File: config.mk
export PLATFORM = sky130hd
export DESIGN_NAME = spell_mem_arbiter_flat
export DESIGN_NICKNAME = d
export VERILOG_FILES = /design/src/rtl/spell_mem_arbiter_if.sv /design/src/rtl/spell_mem_arbiter.sv /design/src/flat_wrapper.sv
export SDC_FILE = /design/constraint.sdc
export NUM_CORES = 1
export LEC_CHECK = 0
export ABC_AREA = 1
export CORE_UTILIZATION = 37
export CTS_CLUSTER_SIZE = 30
export DETAILED_ROUTE_END_ITERATION = 10
export GPL_ROUTABILITY_DRIVEN = 0
export GPL_TIMING_DRIVEN = 1
export PLACE_DENSITY = 0.85
export SETUP_SLACK_MARGIN = 0.05
export SLEW_MARGIN = 5
export SYNTH_ARGS = -nofsm -noshare
export SYNTH_HDL_FRONTEND = slang
export SYNTH_SLANG_ARGS = --single-unit
File: constraint.sdc
create_clock -name clk -period 2.2 [get_ports clk]
set_input_delay 0.44 -clock clk [delete_from_list [all_inputs] [get_ports clk]]
set_output_delay 0.44 -clock clk [all_outputs]
set_load 0.02 [all_outputs]
File: src/rtl/spell_mem_arbiter_if.sv
// Bundle of requester, memory and status signals around spell_mem_arbiter.
// The slave modport is the arbiter's view; master is the environment's view.
interface spell_mem_arbiter_if;
  logic       r0_select;
  logic [7:0] r0_addr;
  logic [7:0] r0_data_in;
  logic       r0_type_data;
  logic       r0_write;
  logic       r0_data_ready;
  logic [7:0] r0_data_out;

  logic       r1_select;
  logic [7:0] r1_addr;
  logic [7:0] r1_data_in;
  logic       r1_type_data;
  logic       r1_write;
  logic       r1_data_ready;
  logic [7:0] r1_data_out;

  logic       mem_select;
  logic [7:0] mem_addr;
  logic [7:0] mem_data_in;
  logic       mem_type_data;
  logic       mem_write;
  logic [7:0] mem_data_out;
  logic       mem_data_ready;

  logic [1:0] grant;
  logic       busy;
  logic       timeout_err;
  logic [7:0] timeout_cnt;

  modport slave (
    input  r0_select, r0_addr, r0_data_in, r0_type_data, r0_write,
    output r0_data_ready, r0_data_out,
    input  r1_select, r1_addr, r1_data_in, r1_type_data, r1_write,
    output r1_data_ready, r1_data_out,
    output mem_select, mem_addr, mem_data_in, mem_type_data, mem_write,
    input  mem_data_out, mem_data_ready,
    output grant, busy, timeout_err, timeout_cnt
  );

  modport master (
    output r0_select, r0_addr, r0_data_in, r0_type_data, r0_write,
    input  r0_data_ready, r0_data_out,
    output r1_select, r1_addr, r1_data_in, r1_type_data, r1_write,
    input  r1_data_ready, r1_data_out,
    input  mem_select, mem_addr, mem_data_in, mem_type_data, mem_write,
    output mem_data_out, mem_data_ready,
    input  grant, busy, timeout_err, timeout_cnt
  );
endinterface

File: src/rtl/spell_mem_arbiter.sv
// Round-robin arbiter sharing the spell memory port between CPU (port 0) and
// loader (port 1), with a forced idle gap and a watchdog on stuck transactions.
module spell_mem_arbiter #(
  parameter int TIMEOUT_W = 8,
  parameter int TIMEOUT   = 200
) (
  input logic              clk,
  input logic              rst_n,
  spell_mem_arbiter_if.slave bus
);

  typedef enum logic [1:0] {
    S_IDLE  = 2'd0,
    S_GRANT = 2'd1,
    S_GAP   = 2'd2
  } state_t;

  localparam logic [TIMEOUT_W-1:0] WD_LAST = TIMEOUT_W'(TIMEOUT - 1);

  state_t               r_state, w_state_next;
  logic                 r_owner, w_owner_next;
  logic                 r_last, w_last_next;
  logic [TIMEOUT_W-1:0] r_wd, w_wd_next;
  logic [7:0]           r_timeout_cnt, w_timeout_cnt_next;

  logic [1:0] w_sel;
  logic [7:0] w_addr [2];
  logic [7:0] w_din  [2];
  logic [1:0] w_type;
  logic [1:0] w_wr;
  logic [1:0] w_rdy;
  logic [7:0] w_dout [2];

  logic       w_owner_sel;
  logic       w_done;
  logic       w_expire;
  logic [7:0] w_resp_data;

  assign w_sel     = {bus.r1_select, bus.r0_select};
  assign w_addr[0] = bus.r0_addr;
  assign w_addr[1] = bus.r1_addr;
  assign w_din[0]  = bus.r0_data_in;
  assign w_din[1]  = bus.r1_data_in;
  assign w_type    = {bus.r1_type_data, bus.r0_type_data};
  assign w_wr      = {bus.r1_write, bus.r0_write};

  assign w_owner_sel = w_sel[r_owner];

  always_comb begin
    w_state_next       = r_state;
    w_owner_next       = r_owner;
    w_last_next        = r_last;
    w_wd_next          = r_wd;
    w_timeout_cnt_next = r_timeout_cnt;
    w_done             = 1'b0;
    w_expire           = 1'b0;
    case (r_state)
      S_IDLE: begin
        if (|w_sel) begin
          w_state_next = S_GRANT;
          w_wd_next    = '0;
          w_owner_next = (&w_sel) ? ~r_last : w_sel[1];
        end
      end
      S_GRANT: begin
        if (!w_owner_sel) begin
          w_state_next = S_GAP;
        end else if (bus.mem_data_ready) begin
          // A real completion beats a watchdog expiry landing on the same cycle.
          w_done       = 1'b1;
          w_last_next  = r_owner;
          w_state_next = S_GAP;
        end else if (r_wd == WD_LAST) begin
          w_expire     = 1'b1;
          w_last_next  = r_owner;
          w_state_next = S_GAP;
          if (r_timeout_cnt != 8'hFF) begin
            w_timeout_cnt_next = r_timeout_cnt + 8'd1;
          end
        end else begin
          w_wd_next = r_wd + TIMEOUT_W'(1);
        end
      end
      S_GAP: begin
        w_state_next = S_IDLE;
      end
      default: begin
        w_state_next = S_IDLE;
      end
    endcase
  end

  always_ff @(posedge clk) begin
    if (!rst_n) begin
      r_state       <= S_IDLE;
      r_owner       <= 1'b0;
      r_last        <= 1'b1;
      r_wd          <= '0;
      r_timeout_cnt <= 8'd0;
    end else begin
      r_state       <= w_state_next;
      r_owner       <= w_owner_next;
      r_last        <= w_last_next;
      r_wd          <= w_wd_next;
      r_timeout_cnt <= w_timeout_cnt_next;
    end
  end

  // Response pulses are suppressed while reset is asserted mid-transaction.
  assign w_resp_data = w_done ? bus.mem_data_out : 8'hFF;

  generate
    for (genvar gi = 0; gi < 2; gi++) begin : g_port
      assign w_rdy[gi]  = rst_n && (w_done || w_expire) && (r_owner == 1'(gi));
      assign w_dout[gi] = w_rdy[gi] ? w_resp_data : 8'h00;
    end
  endgenerate

  assign bus.r0_data_ready = w_rdy[0];
  assign bus.r1_data_ready = w_rdy[1];
  assign bus.r0_data_out   = w_dout[0];
  assign bus.r1_data_out   = w_dout[1];

  always_comb begin
    bus.mem_select    = 1'b0;
    bus.mem_addr      = 8'h00;
    bus.mem_data_in   = 8'h00;
    bus.mem_type_data = 1'b0;
    bus.mem_write     = 1'b0;
    bus.grant         = 2'b00;
    if (r_state == S_GRANT) begin
      bus.mem_select    = w_owner_sel;
      bus.mem_addr      = w_addr[r_owner];
      bus.mem_data_in   = w_din[r_owner];
      bus.mem_type_data = w_type[r_owner];
      bus.mem_write     = w_wr[r_owner];
      bus.grant         = r_owner ? 2'b10 : 2'b01;
    end
  end

  assign bus.busy        = (r_state != S_IDLE);
  assign bus.timeout_err = rst_n && w_expire;
  assign bus.timeout_cnt = r_timeout_cnt;

endmodule
File: src/flat_wrapper.sv
// flat-port wrapper written by rule: the top's interface ports become plain ports
module spell_mem_arbiter_flat 
#(
  parameter int TIMEOUT_W = 8,
  parameter int TIMEOUT   = 200
)
  (clk, rst_n, bus_r0_select, bus_r0_addr, bus_r0_data_in, bus_r0_type_data, bus_r0_write, bus_r0_data_ready, bus_r0_data_out, bus_r1_select, bus_r1_addr, bus_r1_data_in, bus_r1_type_data, bus_r1_write, bus_r1_data_ready, bus_r1_data_out, bus_mem_select, bus_mem_addr, bus_mem_data_in, bus_mem_type_data, bus_mem_write, bus_mem_data_out, bus_mem_data_ready, bus_grant, bus_busy, bus_timeout_err, bus_timeout_cnt);
  spell_mem_arbiter_if bus_i ();
  input logic clk;
  input logic rst_n;
  input wire logic [$bits(bus_i.r0_select)-1:0] bus_r0_select;
  input wire logic [$bits(bus_i.r0_addr)-1:0] bus_r0_addr;
  input wire logic [$bits(bus_i.r0_data_in)-1:0] bus_r0_data_in;
  input wire logic [$bits(bus_i.r0_type_data)-1:0] bus_r0_type_data;
  input wire logic [$bits(bus_i.r0_write)-1:0] bus_r0_write;
  output wire logic [$bits(bus_i.r0_data_ready)-1:0] bus_r0_data_ready;
  output wire logic [$bits(bus_i.r0_data_out)-1:0] bus_r0_data_out;
  input wire logic [$bits(bus_i.r1_select)-1:0] bus_r1_select;
  input wire logic [$bits(bus_i.r1_addr)-1:0] bus_r1_addr;
  input wire logic [$bits(bus_i.r1_data_in)-1:0] bus_r1_data_in;
  input wire logic [$bits(bus_i.r1_type_data)-1:0] bus_r1_type_data;
  input wire logic [$bits(bus_i.r1_write)-1:0] bus_r1_write;
  output wire logic [$bits(bus_i.r1_data_ready)-1:0] bus_r1_data_ready;
  output wire logic [$bits(bus_i.r1_data_out)-1:0] bus_r1_data_out;
  output wire logic [$bits(bus_i.mem_select)-1:0] bus_mem_select;
  output wire logic [$bits(bus_i.mem_addr)-1:0] bus_mem_addr;
  output wire logic [$bits(bus_i.mem_data_in)-1:0] bus_mem_data_in;
  output wire logic [$bits(bus_i.mem_type_data)-1:0] bus_mem_type_data;
  output wire logic [$bits(bus_i.mem_write)-1:0] bus_mem_write;
  input wire logic [$bits(bus_i.mem_data_out)-1:0] bus_mem_data_out;
  input wire logic [$bits(bus_i.mem_data_ready)-1:0] bus_mem_data_ready;
  output wire logic [$bits(bus_i.grant)-1:0] bus_grant;
  output wire logic [$bits(bus_i.busy)-1:0] bus_busy;
  output wire logic [$bits(bus_i.timeout_err)-1:0] bus_timeout_err;
  output wire logic [$bits(bus_i.timeout_cnt)-1:0] bus_timeout_cnt;
  assign bus_i.r0_select = bus_r0_select;
  assign bus_i.r0_addr = bus_r0_addr;
  assign bus_i.r0_data_in = bus_r0_data_in;
  assign bus_i.r0_type_data = bus_r0_type_data;
  assign bus_i.r0_write = bus_r0_write;
  assign bus_r0_data_ready = bus_i.r0_data_ready;
  assign bus_r0_data_out = bus_i.r0_data_out;
  assign bus_i.r1_select = bus_r1_select;
  assign bus_i.r1_addr = bus_r1_addr;
  assign bus_i.r1_data_in = bus_r1_data_in;
  assign bus_i.r1_type_data = bus_r1_type_data;
  assign bus_i.r1_write = bus_r1_write;
  assign bus_r1_data_ready = bus_i.r1_data_ready;
  assign bus_r1_data_out = bus_i.r1_data_out;
  assign bus_mem_select = bus_i.mem_select;
  assign bus_mem_addr = bus_i.mem_addr;
  assign bus_mem_data_in = bus_i.mem_data_in;
  assign bus_mem_type_data = bus_i.mem_type_data;
  assign bus_mem_write = bus_i.mem_write;
  assign bus_i.mem_data_out = bus_mem_data_out;
  assign bus_i.mem_data_ready = bus_mem_data_ready;
  assign bus_grant = bus_i.grant;
  assign bus_busy = bus_i.busy;
  assign bus_timeout_err = bus_i.timeout_err;
  assign bus_timeout_cnt = bus_i.timeout_cnt;
  spell_mem_arbiter #(.TIMEOUT_W(TIMEOUT_W), .TIMEOUT(TIMEOUT)) u_core (.clk(clk), .rst_n(rst_n), .bus(bus_i));
endmodule
==> flow_summary_export.csv, run 1 <==
group,metric,value,unit
status,status,"complete, no violations",
detailed_routing,met2WireLength,2.989,mm
cts,cts_buffers,3,
detailed_routing,drt-total-wl,5.669,mm
critical_path,path_cells,"ha_4, nand2_2, inv_2, nand2_2, nor2_4, nand2_4, nand2_8, nand3_4, a21oi_1, buf_4",
hold_path,hold_depth,2,
cts,clock-root-buffer,"clkbuf_8",
final_layout,antenna_cells,0,
critical_path,crit_required,1.76,ns
detailed_routing,wl_met1,2.067,mm
power_and_ir_drop,vdd_drop_max,0.2122,mV
place,pre_cts_slack,-0.6103,ns
cts,clk_path_buf_depth,2,
cts,tritoncts,"yes",
power_and_ir_drop,p_total,1.062,mW
critical_path,path_class,"flip-flop to primary output",
hold_path,hold_path_class,"flip-flop to flip-flop",
sta,slew_headroom,76.66,%
sta,fin_crit,2.194,ns
critical_path,r2r-start,"u_core.r_wd[0]",
yosys,yosys_warnings,0,
sta,rsz0062_at_grt,"yes",
detailed_routing,routed.top_layer,"met4",
place,port-buffer-count,97,
final_layout,fin_nets,410,
yosys,synth.distinct_cells,27,
detailed_routing,drt_pass1_iterations,4,
sta,max_freq,455.9,MHz
critical_path,cp_max_fo,5,
floorplan,die_h,66.60,um
place,place_area,0.002774,mm^2
floorplan,rows,23,
critical_path,reg2reg_to,"u_core.bus.timeout_cnt[0]",
detailed_routing,viasPerCell,5.034,
floorplan,die_w,66.60,um
critical_path,worst-path-buf-inv,2,
critical_path,slowest_delay,0.35,ns
floorplan,num_io_pins,98,
place,dp.cells,400,
run,max-cap-violations,0,
detailed_routing,dr_wl_met3,494,um
sta,hold_viol,0,
sta,worst_slack,0.006333,ns
global_route,grt-ovfl-total,0,
sta,finalClockSkew,0.005472,ns
power_and_ir_drop,power_density,365.6,mW/mm^2
critical_path,cp_top_family,"simple AND/OR/NAND/NOR gates",
floorplan,start_util,38.60,%
yosys,ys_seq_area_share,25.93,%
global_route,grt_pass1_vias,1746,
critical_path,crit_start,"u_core.r_wd[0]",
critical_path,cp.depth,10,
critical_path,setup.worst_path.end,"bus_r0_data_out[5]",
detailed_routing,wire_per_inst,13.93,um
sta,setup_viol_count_final,0,
global_route,grt_pass1_wl,7.686,mm
cts,worstSkewPairLatency,0.27,ns
floorplan,core_area,0.004000,mm^2
global_route,antenna_found_initial,0,
critical_path,cp.arrival,1.75,ns
place,place_hpwl,4.141,mm
final_layout,drive_gt1_share,26.33,%
detailed_routing,drt_iter0_markers,41,
sta,fin_crit_sh,99.71,%
sta,fin_setup_tns,0,ns
detailed_routing,drc,0,
critical_path,start_kind,"flip-flop",
detailed_routing,detail-route-antenna-nets,0,
yosys,syn_area,0.001544,mm^2
yosys,synthesis.nets,284,
critical_path,rr_worst_depth,10,
critical_path,endpoint_kind,"primary output",
final_layout,areaGrowthSynthToFinish,88.17,%
yosys,syn_avg_cell_area,6.627,um^2
global_route,grt_max_degree,20,
critical_path,rrSetupSlack,0.55,ns
detailed_routing,vias,2049,
yosys,syn_inst,233,
critical_path,cpMostUsedCell,"nand2_2",
critical_path,cp_slowest_cell,"dfxtp_2",
sta,final_max_slew_viol_count,0,
cts,cts-hold-fix-buffers,0,
final_layout,finalInstanceArea,0.002905,mm^2
sta,worst_pin_slew,0.3490,ns
cts,clkTransAtPathRegs,0.08,ns
floorplan,dieArea,0.004436,mm^2
cts,clkSinkCount,20,
cts,cts_max_level,1,
final_layout,finalNonFillerCells,407,
power_and_ir_drop,p_leak,1.288,nW
yosys,synth_seq_cells,20,
global_route,grt_usage,22.37,%
[flip-flops by register name, summed over array words and instances (netlist names)]
| register | cells |
|---|---|
| u_core.r_state | 2 |
| u_core.r_last | 1 |
| u_core.r_wd | 8 |
| u_core.bus.timeout_cnt | 8 |
| u_core.r_owner | 1 |
[cells in the final DEF (no fill, tap or decap), types with 2 or more instances in the layout]
master	instances
clkdlybuf4s50_1	55
nand2_1	51
buf_4	39
inv_1	25
nor2_1	21
a21oi_1	20
nand3_1	18
a22o_1	18
dfxtp_1	17
dlygate4sd2_1	15
a21oi_2	13
clkdlybuf4s15_1	8
nand2_2	5
nand3_4	5
inv_2	4
nand2_4	4
xor2_1	4
buf_6	4
nor2_4	3
nor3_1	3
clkbuf_8	3
buf_12	3
dfxtp_2	3
nor2_2	2
nand4_1	2
[stage by stage]
stage,hold WS (ns),util (%)
6_report,0.5145,72.63
3_3_place_gp,0.4896,69.35
4_1_cts,0.5135,69.38
3_5_place_dp,0.4995,69.35
5_1_grt,0.5614,72.63
2_1_floorplan,0.4473,-
[worst min-delay path by stage]
stage,from,to
floorplan,u_core.r_last,u_core.r_last
global placement,u_core.bus.timeout_cnt[3],u_core.bus.timeout_cnt[3]
detailed placement,u_core.bus.timeout_cnt[3],u_core.bus.timeout_cnt[3]
CTS,u_core.bus.timeout_cnt[3],u_core.bus.timeout_cnt[3]
global route,u_core.bus.timeout_cnt[3],u_core.bus.timeout_cnt[3]
finish,u_core.bus.timeout_cnt[3],u_core.bus.timeout_cnt[3]
[cells by family (layout without fill, tap and decap cells)]
logic type / Yosys count / after routing / synth area share, %
compound gates: 54 / 54 / 22.04
xor+xnor: 4 / 4 / 2.269
fa+ha+maj: 2 / 2 / 1.620
buf+inv: 37 / 159 / 9.885
flops: 20 / 20 / 25.93
simple gates: 116 / 118 / 38.25
[worst min-delay path, stage by stage, from the launching register on]
cell and delay [ns]:
dfxtp_1 0.34, nand2_1 0.07, a21oi_1 0.06
[layer usage]
layer  vias to the layer above  track usage, %
met4                         0           4.787
met2                        78           45.58
met1                       932           22.59
li1                       1028               -
met5                         -               0
met3                        11           4.623
[cell type report]
class	count	area [um^2]
multi-input cells	178	1114
well taps	50	62.56
repair buffers	125	1165
fillers	323	1095
clock buffers	3	41.29
inverters	31	118.9
flip-flops and latches	20	404.1
[report_power, final]
part / leakage [nW] / switching [mW] / internal, mW
clock network: 0.0216 / 0.129 / 0.122
registers: 0.163 / 0.0101 / 0.375
logic: 1.10 / 0.216 / 0.211
total: 1.29 / 0.354 / 0.708
[Yosys cell counts (all sizes together)]
library cell | n | area [um^2]
a21oi | 33 | 165.2
a22o | 18 | 157.7
buf | 5 | 32.53
clkbuf | 1 | 3.750
clkinv | 1 | 3.750
dfxtp | 20 | 400.4
ha | 2 | 25.02
inv | 30 | 112.6
nand2 | 61 | 266.5
nand3 | 21 | 142.6
nand4 | 2 | 12.51
nor2 | 27 | 140.1
nor3 | 3 | 15.01
nor3b | 1 | 7.510
o21ai | 2 | 10.00
o21bai | 1 | 7.510
or2 | 1 | 6.260
xor2 | 4 | 35.03
[timing repair]
item / CTS / global route
endpoints found under the setup margin: 40 / 37
setup buffers: 0 / 2
endpoints found under the hold margin: 0 / 0
pin swaps: 1 / 6
gates cloned: 1 / 1
gates resized for setup: 126 / 33
Note: power is estimated with default switching activity, not from simulation.
==> inputs of run 2 (changes only) <==
Settings changed: ABC_AREA 1 to not set.
==> flow_summary_export.csv, run 2 <==
group,metric,value,unit
yosys,syn_avg_cell_area,7.844,um^2
critical_path,slowest_delay,0.36,ns
yosys,synth_top_cells_by_count,"26 x nor2_1, 23 x mux2i_1, 20 x dfxtp_1, 17 x o21a_1, 14 x nand2_1",
critical_path,path_cells,"ha_4, and4b_2, a21oi_4, buf_12, nor4_4, buf_4, o21a_2, buf_6",
sta,finalClockSkew,0.002110,ns
critical_path,reg2reg_to,"u_core.r_wd[7]",
detailed_routing,drt-total-wl,5.691,mm
sta,final_max_slew_viol_count,0,
final_layout,finalInstanceArea,0.003012,mm^2
cts,cts_buffers,3,
yosys,synth_top_cell_by_area,"dfxtp_1",
cts,cts-hold-fix-buffers,0,
cts,clkSinkCount,20,
power_and_ir_drop,power_frac_seq,37.4,%
status,violations,"negative setup slack",
yosys,synth.most_common_cell,"nor2_1",
sta,hold_viol,0,
yosys,synth_edf_count,0,
final_layout,layout_commonest_cell,"clkdlybuf4s50_1",
detailed_routing,vias,2064,
yosys,synth_area_leaders,"dfxtp_1 26%, mux2i_1 15%, o21a_1 8.3%",
critical_path,rrSetupSlack,0.19,ns
final_layout,final_cell_mix,"54 x clkdlybuf4s50_1, 38 x buf_4, 24 x nor2_1, 24 x dlygate4sd2_1, 23 x buf_6",
yosys,syn_inst,197,
status,status,"finished, violations left",
final_layout,antenna_cells,0,
floorplan,start_util,38.63,%
sta,rsz0062_at_grt,"yes",
sta,fin_crit,2.365,ns
place,dp.cells,365,
sta,worst_slack,-0.1655,ns
detailed_routing,drc,0,
sta,fin_crit_sh,107.5,%
detailed_routing,drt_iter0_markers,139,
critical_path,endpoint_kind,"primary output",
power_and_ir_drop,p_comb_share,38.5,%
critical_path,crit_required,1.76,ns
global_route,grt_usage,26.81,%
floorplan,rows,23,
final_layout,finalNonFillerCells,381,
power_and_ir_drop,switchingPower,0.3099,mW
power_and_ir_drop,clkPwrFrac,24.1,%
power_and_ir_drop,vdd_drop_max,0.2514,mV
hold_path,min_from,"u_core.r_last",
final_layout,fillers,254,
final_layout,areaGrowthSynthToFinish,94.90,%
critical_path,worst-path-buf-inv,3,
cts,clk_path_buf_depth,2,
final_layout,drive_gt1_share,27.79,%
floorplan,core_area,0.004000,mm^2
power_and_ir_drop,cellInternalPower,0.6910,mW
global_route,grt_pass1_vias,2086,
run,max-cap-violations,0,
cts,clkTransAtPathRegs,0.07,ns
critical_path,cp.arrival,1.93,ns
hold_path,whs_endpoint,"u_core.r_last",
critical_path,start_kind,"flip-flop",
floorplan,die_w,66.63,um
sta,slew_headroom,62.25,%
detailed_routing,drt_pass1_iterations,4,
power_and_ir_drop,p_total,1.001,mW
detailed_routing,viasPerCell,5.417,
cts,tritoncts,"yes",
yosys,synth_top_area_share,25.91,%
critical_path,cp_top_family,"buffers and inverters",
floorplan,die_h,66.63,um
detailed_routing,wire_per_inst,14.94,um
final_layout,fin_nets,384,
power_and_ir_drop,power_density,332.3,mW/mm^2
yosys,synthesis.nets,248,
power_and_ir_drop,swShare,30.96,%
global_route,antenna_found_initial,0,
yosys,syn_area,0.001545,mm^2
critical_path,rr_worst_depth,7,
power_and_ir_drop,p_leak,1.274,nW
sta,worst_pin_slew,0.5642,ns
critical_path,cp_max_fo,5,
yosys,synthFlopType,"dfxtp_1",
yosys,synthArstFlopShare,0,%
hold_path,hold_path_class,"flip-flop to flip-flop",
hold_path,hold_depth,2,
global_route,grt_max_degree,22,
place,port-buffer-count,97,
critical_path,path_class,"flip-flop to primary output",
yosys,yosys_warnings,0,
yosys,ys_seq_area_share,25.91,%
floorplan,dieArea,0.004439,mm^2
yosys,synth.distinct_cells,39,
detailed_routing,detail-route-antenna-nets,0,
cts,clock-root-buffer,"clkbuf_8",
cts,worstSkewPairLatency,0.26,ns
place,place_hpwl,4.204,mm
floorplan,num_io_pins,98,
critical_path,cp_slowest_cell,"dfxtp_2",
critical_path,r2r-start,"u_core.r_wd[1]",
yosys,synth_seq_cells,20,
global_route,grt_pass1_wl,9.252,mm
place,place_area,0.002784,mm^2
sta,max_freq,422.7,MHz
cts,cts_max_level,1,
global_route,grt-ovfl-total,0,
sta,setup_viol_count_final,17,
==> run 2: kinds of logic (layout without fill, tap and decap cells) <==
| logic type | Yosys count | in the layout | share of synthesized area [%] |
|---|---|---|---|
| simple gates | 84 | 84 | 29.56 |
| compound gates | 49 | 49 | 21.94 |
| mux | 24 | 24 | 15.63 |
| flops | 20 | 20 | 25.91 |
| buf+inv | 18 | 152 | 5.344 |
| fa+ha+maj | 2 | 2 | 1.619 |
==> run 2: area by class of cell <==
class,count,area (um^2),area share [%]
inverters,8,30.03,0.9971
clock buffers,3,41.29,1.371
flip-flops and latches,20,404.1,13.42
multi-input cells,159,1139,37.81
repair buffers,141,1335,44.33
well taps,50,62.56,2.077
==> run 2: worst reg2reg max path, cell delays in order, from the launching register on <==
cell and delay [ns]:
dfxtp_2 0.36, buf_4 0.11, buf_4 0.09, buf_4 0.10, nand3_1 0.17, or3_1 0.46, or4_1 0.42, a31oi_1 0.23
==> run 2: power by group through the flow <==
stage                     registers, mW  clock network [mW]  logic (mW)
after global routing              0.375               0.257       0.412
final                             0.374               0.241       0.386
after global placement            0.381                   0       0.373
after CTS                         0.374               0.242       0.376
after floorplan                   0.380                   0       0.167
after detailed placement          0.382                   0       0.377
==> run 2: how the worst max path moves through the flow <==
stage | from | to | slack [ns] | cells past startpoint
2_1_floorplan | u_core.r_wd[1] | bus_r0_data_out[0] | -0.02 | 6
3_3_place_gp | bus_r1_select | bus_r1_data_out[5] | -0.64 | 7
3_5_place_dp | bus_r1_select | bus_r1_data_out[6] | -0.71 | 7
4_1_cts | u_core.r_wd[1] | bus_r0_data_out[4] | -0.09 | 8
5_1_grt | u_core.r_wd[1] | bus_r0_data_out[7] | -0.20 | 8
6_report | u_core.r_wd[1] | bus_r0_data_out[7] | -0.17 | 8
==> run 2: what timing repair did <==
action                     in CTS  in global routing
pin swaps                       5                  1
cloned                          2                  0
gates resized for setup       147                 14
setup endpoints to repair      40                 33
buffers inserted                8                  3
==> run 2: per-stage QoR <==
step,utilization (%),worst slack [ns],setup TNS [ns],hold WS [ns]
after floorplan,-,-0.02203,-0.1762,0.4404
after global placement,69.60,-0.6445,-11.87,0.4562
after detailed placement,69.60,-0.7121,-12.98,0.4582
after CTS,73.48,-0.09289,-0.7299,0.4701
after global routing,75.29,-0.1986,-2.022,0.4801
final,75.29,-0.1655,-1.262,0.4563
==> run 2: routing by layer <==
metal  vias up  GRT usage, %  wire [um]
li1        995             -          -
met1       973         29.48       2201
met2        86         49.24       2935
met3        10         6.849        449
met4         0         8.777        105
met5         -             0          0
==> inputs of run 3 (changes only) <==
Settings changed: CORE_UTILIZATION 37 to 38, CTS_BUF_LIST set to sky130_fd_sc_hd__clkbuf_4 sky130_fd_sc_hd__clkbuf_8, PLACE_DENSITY 0.85 to 0.87.
==> flow_summary_export.csv, run 3 (synthesized netlist as in run 2, its figures left out) <==
group,metric,value,unit
sta,fin_crit,2.332,ns
sta,final_max_slew_viol_count,0,
sta,worst_pin_slew,0.5686,ns
critical_path,worst-path-buf-inv,3,
critical_path,crit_required,1.76,ns
final_layout,drive_gt1_share,26.61,%
place,port-buffer-count,97,
critical_path,cp_slowest_cell,"dfxtp_2",
status,status,"finished, violations left",
hold_path,hold_path_class,"flip-flop to flip-flop",
detailed_routing,wl_met1,2.224,mm
floorplan,num_io_pins,98,
cts,clkSinkCount,20,
place,pre_cts_slack,-0.7492,ns
floorplan,core_area,0.003771,mm^2
floorplan,die_h,65.77,um
critical_path,path_class,"flip-flop to primary output",
detailed_routing,vias,2071,
cts,clk_path_buf_depth,2,
detailed_routing,detail-route-antenna-nets,0,
cts,cts_max_level,1,
cts,cts_buffers,3,
sta,worst_slack,-0.1322,ns
sta,worst_hold_slack,0.5006,ns
detailed_routing,met2WireLength,3.047,mm
cts,clock-root-buffer,"clkbuf_8",
power_and_ir_drop,vdd_drop_max,0.2457,mV
critical_path,endpoint_kind,"primary output",
global_route,grt_pass1_vias,2057,
detailed_routing,wire_per_inst,16.04,um
detailed_routing,drt-total-wl,6.014,mm
final_layout,areaGrowthSynthToFinish,93.85,%
floorplan,dieArea,0.004326,mm^2
status,violations,"negative setup slack",
detailed_routing,drt_iter0_markers,220,
global_route,grt_usage,28.84,%
floorplan,start_util,40.98,%
sta,hold_viol,0,
critical_path,cp.arrival,1.89,ns
power_and_ir_drop,p_leak,1.275,nW
sta,rsz0062_at_grt,"yes",
critical_path,start_kind,"flip-flop",
final_layout,antenna_cells,0,
final_layout,layout_commonest_cell,"clkdlybuf4s50_1",
final_layout,fin_nets,379,
final_layout,final_cell_mix,"53 x clkdlybuf4s50_1, 33 x buf_4, 24 x nor2_1",
detailed_routing,routed.top_layer,"met4",
place,place_hpwl,4.102,mm
power_and_ir_drop,p_total,1.056,mW
cts,tritoncts,"yes",
detailed_routing,drc,0,
sta,slew_headroom,61.95,%
power_and_ir_drop,power_density,352.4,mW/mm^2
sta,fin_setup_tns,-0.9913,ns
critical_path,slowest_delay,0.37,ns
global_route,grt_max_degree,22,
run,max-cap-violations,0,
critical_path,path_cells,"ha_4, and4b_2, a21oi_4, buf_6, nor4_4, buf_4, o21a_2, buf_6",
sta,finalClockSkew,0.01006,ns
cts,worstSkewPairLatency,0.26,ns
critical_path,cp_top_family,"buffers and inverters",
detailed_routing,drt_pass1_iterations,4,
critical_path,cpMostUsedCell,"buf_6",
floorplan,die_w,65.77,um
sta,max_freq,428.8,MHz
global_route,antenna_found_initial,0,
global_route,grt-ovfl-total,0,
global_route,grt_pass1_wl,9.459,mm
sta,setup_viol_count_final,13,
detailed_routing,viasPerCell,5.523,
floorplan,rows,22,
critical_path,cp_max_fo,5,
detailed_routing,dr_wl_met3,471,um
sta,fin_crit_sh,106.0,%
cts,clkTransAtPathRegs,0.08,ns
-- run 3: area by class of cell --
class / instances / area (um^2)
timing repair buffer: 136 / 1292
multi-input combinational: 159 / 1154
fill: 235 / 775.7
sequential: 20 / 404.1
tap: 48 / 60.06
clock buffer: 4 / 55.05
inverter: 8 / 30.03
-- run 3: where the power goes --
group	switching [mW]	total (mW)	internal (mW)
logic	0.191	0.391	0.201
registers	0.00620	0.375	0.368
clock network	0.130	0.290	0.159
-- run 3: final timing paths --
check / from / to / slack, ns / cells past startpoint
max reg2reg: u_core.r_wd[1] / u_core.r_wd[1] / 0.21 / 6
max: u_core.r_wd[1] / bus_r0_data_out[0] / -0.13 / 8
min reg2reg: u_core.r_last / u_core.r_last / 0.50 / 2
min: u_core.r_last / u_core.r_last / 0.50 / 2
-- run 3: timing repair --
| action | 4_1_cts | 5_1_grt |
|---|---|---|
| resized for setup | 137 | 22 |
| endpoints found under the setup margin | 37 | 34 |
| cloned | 1 | 0 |
| hold buffers | 0 | 0 |
| buffers inserted | 7 | 1 |
| pin swaps | 3 | 1 |
-- run 3: worst reg2reg max path, cell delays in order, from the launching register on --
cell	delay (ns)
dfxtp_2	0.35
ha_4	0.16
and4b_2	0.23
buf_4	0.16
and2_2	0.21
o21ai_0	0.44
mux2i_1	0.34
-- run 3: per-layer routing --
layer / global-route usage [%] / up-vias
met5: 0 / -
met4: 16.03 / 0
met3: 8.276 / 27
met2: 51.15 / 100
met1: 30.12 / 958
li1: - / 986
-- run 3: through the flow --
| step | utilization, % | cells | cell area (um^2) |
|---|---|---|---|
| final | 79.43 | 375 | 2995 |
| after global routing | 79.43 | 375 | 2995 |
| after CTS | 77.74 | 375 | 2932 |
| after detailed placement | 74.09 | 363 | 2794 |
| after global placement | 74.09 | 363 | 2794 |
| after floorplan | - | 197 | 1574 |
